===== config.mk =====
export PLATFORM = sky130hd
export DESIGN_NAME = alfsr_gen
export DESIGN_NICKNAME = d
export VERILOG_FILES = /design/src/rtl/alfsr_pkg.sv /design/src/rtl/alfsr_gen_fb.sv /design/src/rtl/alfsr_gen.sv
export SDC_FILE = /design/constraint.sdc
export NUM_CORES = 1
export LEC_CHECK = 0
export CORE_MARGIN = 3
export CORE_UTILIZATION = 47
export DETAILED_ROUTE_END_ITERATION = 12
export GPL_TIMING_DRIVEN = 1
export PLACE_DENSITY_LB_ADDON = 0.15
export SLEW_MARGIN = 30
export SYNTH_ARGS = -nofsm -noshare
export SYNTH_HDL_FRONTEND = slang
export SYNTH_SLANG_ARGS = --single-unit

===== constraint.sdc =====
create_clock -name clk -period 2 [get_ports clk]
set_input_delay 0.5 -clock clk [delete_from_list [all_inputs] [get_ports clk]]
set_output_delay 0.5 -clock clk [all_outputs]
set_load 0.01 [all_outputs]

===== src/rtl/alfsr_pkg.sv =====
// Shared constants, FSM state type and per-length tap/length/MSB tables
// for the block-configurable Fibonacci LFSR.
package alfsr_pkg;

   localparam int BLK_W = 8;
   localparam int NBLK  = 6;
   localparam int MAXW  = BLK_W * NBLK;

   typedef enum logic {IDLE = 1'b0, RUN = 1'b1} state_e;

   // Tap masks indexed by cfg (L = 8*(cfg+1)); bit i set means 1-based tap i+1.
   function automatic logic [MAXW-1:0] tap_mask(input logic [2:0] cfg);
      case (cfg)
         3'd0:    tap_mask = 48'h0000_0000_00B8;
         3'd1:    tap_mask = 48'h0000_0000_D008;
         3'd2:    tap_mask = 48'h0000_00E1_0000;
         3'd3:    tap_mask = 48'h0000_8020_0003;
         3'd4:    tap_mask = 48'h00A0_0014_0000;
         3'd5:    tap_mask = 48'hC000_0018_0000;
         default: tap_mask = 48'h0000_0000_00B8;
      endcase
   endfunction

   function automatic logic [MAXW-1:0] len_mask_f(input logic [2:0] cfg);
      case (cfg)
         3'd0:    len_mask_f = 48'h0000_0000_00FF;
         3'd1:    len_mask_f = 48'h0000_0000_FFFF;
         3'd2:    len_mask_f = 48'h0000_00FF_FFFF;
         3'd3:    len_mask_f = 48'h0000_FFFF_FFFF;
         3'd4:    len_mask_f = 48'h00FF_FFFF_FFFF;
         3'd5:    len_mask_f = 48'hFFFF_FFFF_FFFF;
         default: len_mask_f = 48'h0000_0000_00FF;
      endcase
   endfunction

   function automatic logic [MAXW-1:0] msb_mask_f(input logic [2:0] cfg);
      case (cfg)
         3'd0:    msb_mask_f = 48'h0000_0000_0080;
         3'd1:    msb_mask_f = 48'h0000_0000_8000;
         3'd2:    msb_mask_f = 48'h0000_0080_0000;
         3'd3:    msb_mask_f = 48'h0000_8000_0000;
         3'd4:    msb_mask_f = 48'h0080_0000_0000;
         3'd5:    msb_mask_f = 48'h8000_0000_0000;
         default: msb_mask_f = 48'h0000_0000_0080;
      endcase
   endfunction

endpackage


===== src/rtl/alfsr_gen_fb.sv =====
// Combinational feedback bit and active-length mask for the current configuration.
module alfsr_gen_fb
   import alfsr_pkg::*;
(
   input  logic [MAXW-1:0] s,
   input  logic [2:0]      cfg,
   output logic            fb,
   output logic [MAXW-1:0] len_mask
);

   assign fb       = ^(s & tap_mask(cfg));
   assign len_mask = len_mask_f(cfg);

endmodule


===== src/rtl/alfsr_gen.sv =====
// Block-configurable Fibonacci LFSR (8..48 bits) with load/seed, wrap detection
// and a sticky invalid-configuration flag. fsm_state exposes the control FSM.
module alfsr_gen
   import alfsr_pkg::*;
(
   input  logic            clk,
   input  logic            rst,
   input  logic            en,
   input  logic            load,
   input  logic [2:0]      blks,
   input  logic [MAXW-1:0] seed,
   output logic [MAXW-1:0] q,
   output logic            bit_out,
   output logic            valid,
   output logic            wrap,
   output logic            error,
   output state_e          fsm_state
);

   logic [MAXW-1:0] s;
   logic [MAXW-1:0] start;
   logic [2:0]      cfg;
   state_e          state;
   logic            fb;
   logic [MAXW-1:0] len_mask;
   logic [MAXW-1:0] s_step;
   logic [MAXW-1:0] load_val;
   logic            blks_ok;

   alfsr_gen_fb u_fb (
      .s        (s),
      .cfg      (cfg),
      .fb       (fb),
      .len_mask (len_mask)
   );

   assign s_step  = {s[MAXW-2:0], fb} & len_mask;
   assign blks_ok = (blks <= 3'd5);

   // An all-zero state would lock the register up, so it is replaced by 1.
   always_comb begin
      load_val = seed & len_mask_f(blks);
      if (load_val == '0) load_val = MAXW'(1);
   end

   always_ff @(posedge clk) begin
      if (rst) begin
         s       <= MAXW'(1);
         start   <= MAXW'(1);
         cfg     <= 3'd0;
         state   <= IDLE;
         bit_out <= 1'b0;
         valid   <= 1'b0;
         wrap    <= 1'b0;
         error   <= 1'b0;
      end else begin
         valid <= 1'b0;
         wrap  <= 1'b0;
         if (load) begin
            if (blks_ok) begin
               cfg   <= blks;
               s     <= load_val;
               start <= load_val;
               error <= 1'b0;
               state <= RUN;
            end else begin
               error <= 1'b1;
            end
         end else if (state == RUN && en) begin
            s       <= s_step;
            valid   <= 1'b1;
            bit_out <= |(s_step & msb_mask_f(cfg));
            wrap    <= (s_step == start);
         end
      end
   end

   assign q         = s;
   assign fsm_state = state;

endmodule


==> reports/metrics.cfg <==
[timing]
rsz0062_at_grt = true
finClkSkew_ns = 0.00666
period_share_pct = 109
worst_pin_slew_ns = 0.721
worst_slack_ns = -0.171
fin_crit_ns = 2.17
setup_violations = 30
fmax_mhz = 461
hold_viol_final = 0
max_slew_margin_pct = 51.8
fin_hold_ws_ns = 0.458
maxSlewViolCount = 0

[hold_path]
hold_path_end = valid$_SDFF_PP0_
hold_start = rst
worstHoldPathCells = 3
min_path_type = primary input to flip-flop

[finish]
final_layout_size_suffix_gt1_share_pct = 26.6
diodes = 0
syn2layout_area_growth_pct = 54.7
n_fill_cell = 838
fin_util_pct = 75.7
final_nets = 978

[run]
max_cap_viol_count = 0

[clock_network]
hold_buffers = 0
worstSkewPairLatency_ns = 0.36
cts-root-buf = clkbuf_16
cts_tree = built
cts_buffers = 9
cts_buffer_depth = 2
cts_num_sinks = 104
htree_levels = 3
clk_pin_slew_worst_paths_ns = 0.07

[floorplan]
core_sq_um = 11000
die_x_um = 113
start_util_pct = 49.0
row_count = 38
dieArea_sq_um = 12800
ios = 108
die_h_um = 113

[yosys]
async_flop_share_pct = 0
syn_area_sq_um = 5400
ys_seq_area_share_pct = 38.5
synth_common_cells = 116 x nor2_1, 104 x dfxtp_1, 46 x nand2_1
syn_nets = 721
ys_types = 59
avgSynthCellArea_sq_um = 8.11
netlist_instances = 666
synth_edf_count = 0
yosysTopAreaCell = dfxtp_1
yosysMostFrequentCell = nor2_1
ys_seq_elements = 104
synth_top_area_share_pct = 38.5
synthFlopType = dfxtp_1
synth.area.top_cells = dfxtp_1 39%, nor2_1 8.1%, a221oi_1 6.8%
yosysWarnings = 0

[detailed_routing]
drt_iter0_drc = 915
ant_nets = 0
drc = 0
dr.pass1.iters = 7
vias_per_cell = 6.19
dr_total_vias = 6614
wirelength_mm = 22.1
wire_per_inst_um = 20.7

[global_routing]
grt_max_degree = 57
antenna_found_initial = 0
grt_pass1_vias = 6459
grt-ovfl-total = 0
grt_pass1_wl_mm = 34.8
grt_use_total_pct = 34.5

[place]
hpwl_mm = 16.6
port_buffers = 107
gp_congestion = 0.969

[power_and_ir_drop]
peakVddDrop_uv = 802
power.density_nw_per_um2 = 675
cellLeakagePower_nw = 3.34

[outcome]
status = complete, but fails checks
violations = negative setup slack

[critical_path]
path_max_fanout = 2
r2r_start = cfg[1]$_SDFFE_PP0P_
worstSetupPathType = primary input to flip-flop
startpoint_type = primary input
reg2reg_depth = 8
critical_path.endpoint_type = flip-flop
startpoint = en
r2r_end = wrap$_SDFF_PP0_
arrival_ns = 2.45
r2r_slack_ns = -0.17
worst-endpoint-required_ns = 2.27

routing by layer:
layer	share of wire (%)	track usage [%]	wire length [um]	up-vias
li1	-	-	-	3010
met1	41	45.0	9000	3149
met2	47	56.2	10400	407
met3	9.4	7.97	2070	48
met4	3.0	12.3	652	0
met5	0	0	0	-
critical path: stages:
cell and delay (ns):
clkdlybuf4s50_1 0.51, nand3b_1 0.13, nor2_2 0.15, nand2_1 0.08, a211oi_1 0.22, nand4_1 0.11, or4_1 0.48, nor4_2 0.26
logic make-up (layout without fill, tap and decap cells):
logic type,count (synthesis),in the layout,synth area share [%]
AOI/OAI and AO/OA,199,199,27.6
xor gates and xnor gates,31,31,5.56
muxes,8,8,1.48
adders and majority gates,3,3,0.556
DFF,104,104,38.5
buffers and inverters,74,336,5.37
and+or+nand+nor,247,247,20.9
sequential cells by signal (all words and copies together) (netlist names):
signal     flops
q             48
start         48
cfg            3
bit_out        1
error          1
fsm_state      1
valid          1
wrap           1
area by class of cell:
cell class / count / area, sq um / share of cell area, %
inverters: 26 / 97.6 / 1.17
clock inverters: 5 / 33.8 / 0.404
clock buffers: 11 / 233 / 2.79
repair buffers: 294 / 2540 / 30.4
well taps: 140 / 175 / 2.10
multi-input cells: 488 / 3170 / 38.0
flip-flops and latches: 104 / 2100 / 25.2
how the worst max path moves through the flow:
stage               slack [ns]  cells past startpoint                 end
floorplan               -0.007                      7     wrap$_SDFF_PP0_
global placement         -0.52                      6  q[15]$_SDFFE_PP0P_
detailed placement       -0.61                      6  q[10]$_SDFFE_PP0P_
CTS                      -0.16                      8     wrap$_SDFF_PP0_
global route             -0.28                      8     wrap$_SDFF_PP0_
finish                   -0.17                      8     wrap$_SDFF_PP0_
through the flow:
stage / TNS (ns) / cell area (sq um) / setup WS (ns) / total power (W) / instances
after global placement: -27.33 / 7920 / -0.518 / 0.00391 / 1050
after floorplan: -0.00683 / 5430 / -0.00683 / 0.00305 / 666
after CTS: -1.42 / 8280 / -0.160 / 0.00560 / 1068
final: -2.48 / 8360 / -0.171 / 0.00564 / 1068
after detailed placement: -33.34 / 7920 / -0.615 / 0.00394 / 1050
after global routing: -6.20 / 8360 / -0.278 / 0.00586 / 1068
cells in the final DEF (no fill, tap or decap), types with 5 or more instances in the layout:
master,netlist,layout
dfxtp_2,0,10
dfxtp_1,104,92
a222oi_1,9,9
clkbuf_16,0,9
nand2b_1,5,5
xor2_1,6,6
a221oi_2,1,5
xnor2_1,23,23
a221oi_1,42,38
mux2i_1,8,8
dlymetal6s2s_1,0,5
buf_4,1,180
o21ai_0,13,12
nor2_1,116,110
inv_1,26,26
a21oi_1,29,27
a211oi_1,20,20
a22o_1,7,7
nor3_1,37,37
nand2_1,46,45
nor4_1,10,6
nor4_2,1,5
a22oi_1,38,38
a31oi_1,5,5
clkdlybuf4s50_1,0,98
o22ai_1,8,7
power breakdown:
group | leakage (nW) | switching (W) | internal (W) | total [W]
Clock | 0.126 | 0.000819 | 0.000844 | 0.00166
Sequential | 0.858 | 0.000137 | 0.00220 | 0.00233
Combinational | 2.36 | 0.000809 | 0.000831 | 0.00164
repair_timing:
action / in CTS / in global routing
buffers inserted: 2 / 0
gates resized for setup: 29 / 21
pin swaps: 10 / 7
endpoints found under the setup margin: 44 / 76
No activity file was read; power rests on OpenSTA's default activity.
